## src/rtl/imem_fetch_ctrl.sv

```systemverilog
// IF-stage sequencer: owns the PC, drives the instruction memory address and the IF/ID register.
// Optional macro FETCH_PERF_EN adds saturating fetch/stall performance counters.
module imem_fetch_ctrl #(
    parameter int unsigned IMEM_WORDS   = 128,
    parameter logic [5:0]  HALT_OPCODE  = 6'b111111,
    parameter int unsigned DRAIN_CYCLES = 4
) (
    input  logic        clk,
    input  logic        rst_n,
    output logic [31:0] imem_addr,
    input  logic [31:0] imem_instr,
    input  logic        stall,
    input  logic        redirect_valid,
    input  logic [31:0] redirect_target,
    output logic [31:0] pc,
    output logic        if_id_valid,
    output logic [31:0] if_id_instr,
    output logic [31:0] if_id_pc_plus4,
`ifdef FETCH_PERF_EN
    output logic [31:0] fetch_count,
    output logic [31:0] stall_count,
`endif
    output logic        halted
);

    localparam logic [1:0] StBoot   = 2'd0;
    localparam logic [1:0] StRun    = 2'd1;
    localparam logic [1:0] StDrain  = 2'd2;
    localparam logic [1:0] StHalted = 2'd3;

    localparam int unsigned CntW      = (DRAIN_CYCLES > 1) ? $clog2(DRAIN_CYCLES) : 1;
    localparam logic [CntW-1:0] DrainInit = CntW'(DRAIN_CYCLES - 1);
    localparam logic [31:0] MemBytes  = 32'(IMEM_WORDS * 4);

    logic [1:0]      state_q, state_d;
    logic [31:0]     pc_q, pc_d;
    logic            valid_q, valid_d;
    logic [31:0]     instr_q, instr_d;
    logic [31:0]     pc4_q, pc4_d;
    logic            halted_q, halted_d;
    logic [CntW-1:0] cnt_q, cnt_d;

    logic [31:0] pc_plus4;
    logic [31:0] target;
    logic        halt_hit;
    logic        fetch_load;

    assign pc_plus4 = pc_q + 32'd4;
    assign target   = redirect_target & ~32'd3;
    // Past-the-end fetches are treated exactly like the sentinel word.
    assign halt_hit = (imem_instr[31:26] == HALT_OPCODE) || (pc_q >= MemBytes);

    always_comb begin
        state_d    = state_q;
        pc_d       = pc_q;
        valid_d    = valid_q;
        instr_d    = instr_q;
        pc4_d      = pc4_q;
        halted_d   = halted_q;
        cnt_d      = cnt_q;
        fetch_load = 1'b0;
        unique case (state_q)
            StBoot: begin
                valid_d = 1'b0;
                instr_d = '0;
                pc_d    = redirect_valid ? target : 32'd0;
                state_d = StRun;
            end
            StRun: begin
                if (redirect_valid) begin
                    pc_d    = target;
                    valid_d = 1'b0;
                    instr_d = '0;
                end else if (stall) begin
                    pc_d = pc_q;
                end else if (halt_hit) begin
                    valid_d = 1'b0;
                    instr_d = '0;
                    cnt_d   = DrainInit;
                    state_d = StDrain;
                end else begin
                    pc_d       = pc_plus4;
                    valid_d    = 1'b1;
                    instr_d    = imem_instr;
                    pc4_d      = pc_plus4;
                    fetch_load = 1'b1;
                end
            end
            StDrain: begin
                valid_d = 1'b0;
                instr_d = '0;
                if (redirect_valid) begin
                    // A late-resolving older branch cancels the pending halt.
                    pc_d    = target;
                    state_d = StRun;
                end else if (cnt_q == '0) begin
                    halted_d = 1'b1;
                    state_d  = StHalted;
                end else begin
                    cnt_d = cnt_q - CntW'(1);
                end
            end
            StHalted: begin
                state_d = StHalted;
            end
            default: begin
                state_d = StBoot;
            end
        endcase
    end

    always_ff @(posedge clk or negedge rst_n) begin
        if (!rst_n) begin
            state_q  <= StBoot;
            pc_q     <= 32'hFFFF_FFFC;
            valid_q  <= 1'b0;
            instr_q  <= '0;
            pc4_q    <= '0;
            halted_q <= 1'b0;
            cnt_q    <= '0;
        end else begin
            state_q  <= state_d;
            pc_q     <= pc_d;
            valid_q  <= valid_d;
            instr_q  <= instr_d;
            pc4_q    <= pc4_d;
            halted_q <= halted_d;
            cnt_q    <= cnt_d;
        end
    end

`ifdef FETCH_PERF_EN
    logic [31:0] fetch_cnt_q, fetch_cnt_d;
    logic [31:0] stall_cnt_q, stall_cnt_d;

    always_comb begin
        fetch_cnt_d = fetch_cnt_q;
        stall_cnt_d = stall_cnt_q;
        if (fetch_load && (fetch_cnt_q != 32'hFFFF_FFFF)) begin
            fetch_cnt_d = fetch_cnt_q + 32'd1;
        end
        if ((state_q == StRun) && stall && !redirect_valid
            && (stall_cnt_q != 32'hFFFF_FFFF)) begin
            stall_cnt_d = stall_cnt_q + 32'd1;
        end
    end

    always_ff @(posedge clk or negedge rst_n) begin
        if (!rst_n) begin
            fetch_cnt_q <= '0;
            stall_cnt_q <= '0;
        end else begin
            fetch_cnt_q <= fetch_cnt_d;
            stall_cnt_q <= stall_cnt_d;
        end
    end

    assign fetch_count = fetch_cnt_q;
    assign stall_count = stall_cnt_q;
`endif

    assign imem_addr      = pc_q;
    assign pc             = pc_q;
    assign if_id_valid    = valid_q;
    assign if_id_instr    = instr_q;
    assign if_id_pc_plus4 = pc4_q;
    assign halted         = halted_q;

endmodule

```

## config.mk

```make
export PLATFORM = sky130hd
export DESIGN_NAME = imem_fetch_ctrl
export DESIGN_NICKNAME = d
export VERILOG_FILES = /design/src/rtl/imem_fetch_ctrl.sv
export SDC_FILE = /design/constraint.sdc
export NUM_CORES = 1
export LEC_CHECK = 0
export ABC_AREA = 1
export CAP_MARGIN = 30
export CORE_MARGIN = 1
export CORE_UTILIZATION = 38
export CTS_CLUSTER_SIZE = 24
export DETAILED_ROUTE_END_ITERATION = 7
export PLACE_DENSITY = 0.73
export REMOVE_ABC_BUFFERS = 1
export SLEW_MARGIN = 20
export SYNTH_ARGS = -nofsm -noshare
export SYNTH_HDL_FRONTEND = slang
export SYNTH_SLANG_ARGS = --single-unit
```

## constraint.sdc

```tcl
create_clock -name clk -period 1.9 [get_ports clk]
set_input_delay 0.57 -clock clk [delete_from_list [all_inputs] [get_ports clk]]
set_output_delay 0.57 -clock clk [all_outputs]
set_load 0.01 [all_outputs]
```

# Yosys cells after proc, flatten, opt, wreduce, memory -nomap -nowiden
# Index checks and enable logic that the tools add are counted.
[classes]
add_sub_neg = 2
n_eq_ne = 13
n_bitwise = 3
muxes = 26
order_cmp = 1
reduce_logical = 13
[op_table]
columns = ["op", "count"]
rows = [
  ["$mux W32", 8],
  ["$pmux W32 S3", 1],
  ["$pmux W32 S2", 1],
  ["$add A32 B3 Y32 const B", 1],
  ["$ge A32 B10 Y1 const B", 1],
  ["$mux W2", 10],
  ["$ne A2 B2 Y1 const B", 6],
  ["$reduce_and A4 Y1", 3],
  ["$ne A3 B3 Y1 const B", 3],
  ["$pmux W2 S4", 1],
  ["$eq A6 B6 Y1 const B", 1],
  ["$reduce_and A6 Y1", 1],
  ["$eq A2 B2 Y1 const B", 2],
  ["$logic_not A2 Y1", 2],
  ["$pmux W2 S2", 1],
  ["$reduce_bool A2 Y1", 2],
  ["$mux W1", 3],
  ["$not A1 Y1", 3],
  ["$reduce_and A3 Y1", 1],
  ["$reduce_bool A3 Y1", 1],
  ["$eq A2 B1 Y1 const B", 1],
  ["$pmux W1 S2", 1],
  ["$reduce_and A2 Y1", 1],
  ["$reduce_or A2 Y1", 1],
  ["other kinds (2)", 2],
]
[word_totals]
output_inout_bits = 130
register_bits = 102
elab_cells = 65

# Logic depth before layout (Yosys ltp)
[depth]
depth_word = 6
depth_mapped = 12
depth_no_buf = 11

# Worst setup path after synthesis
# Ideal clock, no wire load.
[synth_timing]
path_type = "reg-to-reg"
start = "register state_q[0]"
end = "register pc_q[5] (netlist: imem_addr[5])"
path_slack_ns = 0.116
arrival_ns = 1.707
period_less_slack_ns = 1.784
path_stages_with_launch = 12
required_ns = 1.824
cell_sequence = "dfrtp_1 > inv_1 > ha_1 > inv_1 > clkbuf_1 > nand2_1 > nand2_2 > inv_1 > nand2_1 > o21ai_0 > nand3_1 > nand2_1"
[synth_between]
elab_chain_len = 3
word_cells_on_any_way = 9
classes_between = "eq/ne: 5; mux: 1; reduce/logical: 3"
[synth_lines]
columns = ["element", "line_no", "text"]
rows = [
  ["start, declared", "35", "logic [1:0] state_q, state_d;"],
  ["start signal, assigned", "114", "state_q <= StBoot;"],
  ["start signal, assigned", "122", "state_q <= state_d;"],
  ["$eq A2 B1 Y1 (tied with other cells)", "62", "unique case (state_q)"],
  ["$ne A3 B3 Y1 (no line) (tied with other cells)", "-", ""],
  ["$reduce_and A4 Y1 (no line)", "-", ""],
  ["end signal, assigned", "123", "pc_q <= pc_d;"],
  ["end, declared", "36", "logic [31:0] pc_q, pc_d;"],
]
# Several ways; a longest one is shown, not always the timed one.
# A chain may end at the register's enable or synchronous reset.

# Final worst setup path
[layout_timing]
start = "register pc_q[12] (netlist: imem_addr[12])"
end = "output imem_addr[12]"
[layout_lines]
columns = ["element", "line_no", "text"]
rows = [
  ["end, declared", "10", "output logic [31:0] imem_addr,"],
]
# No word-level cell between the ends.

==> flow_summary.toml <==
[run_status]
status = "finished, final reports clean"

[worst_setup_path]
end_kind = "output pin"
critPathMaxStageDelay_ps = 560
crit_type = "register to output pin"
crit_slowest_cell = "dfstp_2"
r2r_cells = 10
crit_chain = "buf_4 > clkdlybuf4s15_1"
r2r-start = "imem_addr[3]$_DFFE_PN1P_"
rr_endpoint = "imem_addr[8]$_DFFE_PN1P_"
required_ps = 1330
reg2reg_slack_ps = 90
crit_arrival_ps = 1290
crit_path_max_fanout = 4
crit_path_start_kind = "register"

[route]
totalWireLength_mm = 14.9
num_vias = 5198
first_iter_violations = 433
wl_per_cell_um = 13.3
drc = 0
viasPerCell = 4.63
ant_nets = 0
dr.pass1.iters = 6

[run]
maxCapViolCount = 0

[placement]
post-dp-hpwl_mm = 11.1
io_buffers = 189
gp_congestion = 0.916

[die]
die-width_um = 121
die_area_um2 = 14700
std_cell_rows = 43
core_area_um2 = 13900
initial_utilization = 0.389
ios = 198
die_h_um = 121

[clock_network]
htree_levels = 3
cts_buffer_depth = 2
tritoncts = "yes"
clk_pin_slew_ps = 70
insertion_delay_ps = 350
cts_made_buffers = 9
cts-root-buf = "clkbuf_16"
cts.sinks = 98
cts-hold-fix-buffers = 0

[pwr]
cellLeakagePower_nw = 4.04
peakVddDrop_mv = 0.665
p_total_mw = 10.1
power_density_nw_per_um2 = 1280

[sta]
final.min_clock_period_ps = 1860
hold_viol = 0
max_freq_mhz = 537
setup_viol = 0
fin_skew_ps = 10.1
post-route-period-util = 0.979
rsz0062_at_grt = "true"
drv_slew = 0
hold_slack_ps = 138

[synth]
yosysUniqueCellTypes = 32
syn_area_um2 = 5400
synth_seq_cells = 98
yosys_warnings = 0
synth_area_leaders = "dfrtp_1, nand2_1, dfstp_2, nor2_1, inv_1"
yosysTopAreaCell = "dfrtp_1"
syn_inst = 744
ys_seq_area_frac = 0.461
avgSynthCellArea_um2 = 7.26
synth_top_area_share = 0.315

[cells_and_area]
area_delta_synth_final_pct = 46.5
antennaDiodeCount = 0
finalNetCount = 1014
fill_cells = 1351
drive_above_1_share = 0.129

[global_route]
grt_pass1_vias = 4728
grt_use_total = 0.211
grt_antenna_before_repair = 0
grt_start_max_net_pins = 41
grt_first_pass_wirelength_mm = 24.1
gr-total-overflow = 0

[min_path]
hold_path.class = "primary input to asynchronous set/reset pin"
worst max-delay path by stage:
stage / from / endpoint / cells past startpoint
2_1_floorplan: state_q[1]$_DFFE_PN0P_ / if_id_instr[0]$_DFFE_PN0P_ / 9
3_3_place_gp: redirect_valid / imem_addr[11]$_DFFE_PN1P_ / 8
3_5_place_dp: redirect_valid / imem_addr[14]$_DFFE_PN1P_ / 9
4_1_cts: imem_addr[4]$_DFFE_PN1P_ / imem_addr[4] / 2
5_1_grt: state_q[1]$_DFFE_PN0P_ / imem_addr[3]$_DFFE_PN1P_ / 10
6_report: imem_addr[12]$_DFFE_PN1P_ / imem_addr[12] / 2
area by class of cell:
cell class                 count  area [um2]  area share
timing repair buffer         236        2280       0.288
clock buffer                   9         225      0.0285
sequential                    98        2490       0.315
multi-input combinational    499        2250       0.284
inverter                      94         353      0.0446
tap                          180         225      0.0285
clock inverter                 7        91.3      0.0115
logic make-up (layout without fill, tap and decap cells):
family,Yosys count,count (layout),synth area share
AO/OA/AOI/OAI,64,64,0.0660
XOR/XNOR,5,5,0.00811
adder cells (fa/ha/maj),8,8,0.0185
buffers and inverters,152,346,0.135
flip-flops,98,98,0.461
other,1,6,0.000694
AND/OR/NAND/NOR,416,416,0.311
power breakdown:
part,leakage [nW],internal [mW],switching [mW]
logic,2.75,2.11,2.97
clock network,0.154,1.06,0.900
registers,1.14,2.67,0.398
total,4.04,5.85,4.27
stage by stage:
step | cell area [um2] | util | TNS (ps) | setup slack [ps] | std cells
floorplan | 5040 | - | -43770 | -855 | 691
global placement | 7540 | 0.543 | -23190 | -295 | 1096
detailed placement | 7540 | 0.543 | -25650 | -319 | 1096
CTS | 7860 | 0.566 | 0 | 4.89 | 1122
global route | 7910 | 0.570 | -128 | -20.4 | 1123
finish | 7910 | 0.570 | 0 | 39.3 | 1123
worst max-delay path: cells and delay by family, from the launching register on:
kind	cells	cell delay, ps
buffers and inverters	2	390
flip-flops	1	560
what timing repair did:
action                                 in CTS  in global routing
endpoints found under the hold margin       0                  0
buffers inserted                           10                  1
pin swaps                                   0                  1
resized for setup                          62                 20
setup endpoints to repair                  61                 89
registers in the layout, summed over array words and instances (netlist names):
| name | flops |
|---|---|
| if_id_pc_plus4 | 30 |
| cnt_q | 2 |
| halted | 1 |
| if_id_instr | 32 |
| state_q | 2 |
| imem_addr | 30 |
| if_id_valid | 1 |
metal layers:
| metal | wire length, um | global-route usage |
|---|---|---|
| met1 | 6790 | 0.294 |
| met2 | 6970 | 0.331 |
| met3 | 906 | 0.0367 |
| met4 | 251 | 0.0741 |
| met5 | 0 | 0 |
synth_stat cells:
master	number
buf_2	10
a22oi_1	2
nor3_1	1
ha_1	8
nand2_2	2
xor2_1	4
o21ai_1	17
nor2_2	1
inv_2	7
nand3_2	1
nand2_1	252
o21bai_4	1
clkbuf_1	8
inv_1	87
o21ai_0	17
o21a_1	1
dfrtp_1	68
a21boi_0	3
xnor2_1	1
a21o_1	2
buf_4	39
nand3_1	61
nor2_1	94
conb_1	1
or2_2	1
a21oi_1	20
buf_1	1
dfstp_2	30
nand2_4	1
o211ai_1	1
nor4_2	1
nor2_4	1
cell usage in the layout, fill, tap and decap left out, drive strengths merged:
cell / n
nand2: 255
buf: 48
a21o: 2
xor2: 4
o21a: 1
bufinv: 1
clkdlybuf4s15: 4
a22oi: 2
a21boi: 3
dfrtp: 68
nor2: 96
conb: 6
clkbuf: 9
o21bai: 1
dlygate4sd2: 56
o211ai: 1
inv: 99
ha: 8
dfstp: 30
clkinvlp: 1
or2: 1
nor4: 1
clkdlybuf4s50: 126
a21oi: 20
nor3: 1
dlymetal6s2s: 2
xnor2: 1
nand3: 62
o21ai: 34
(Power assumes the default switching activity.)
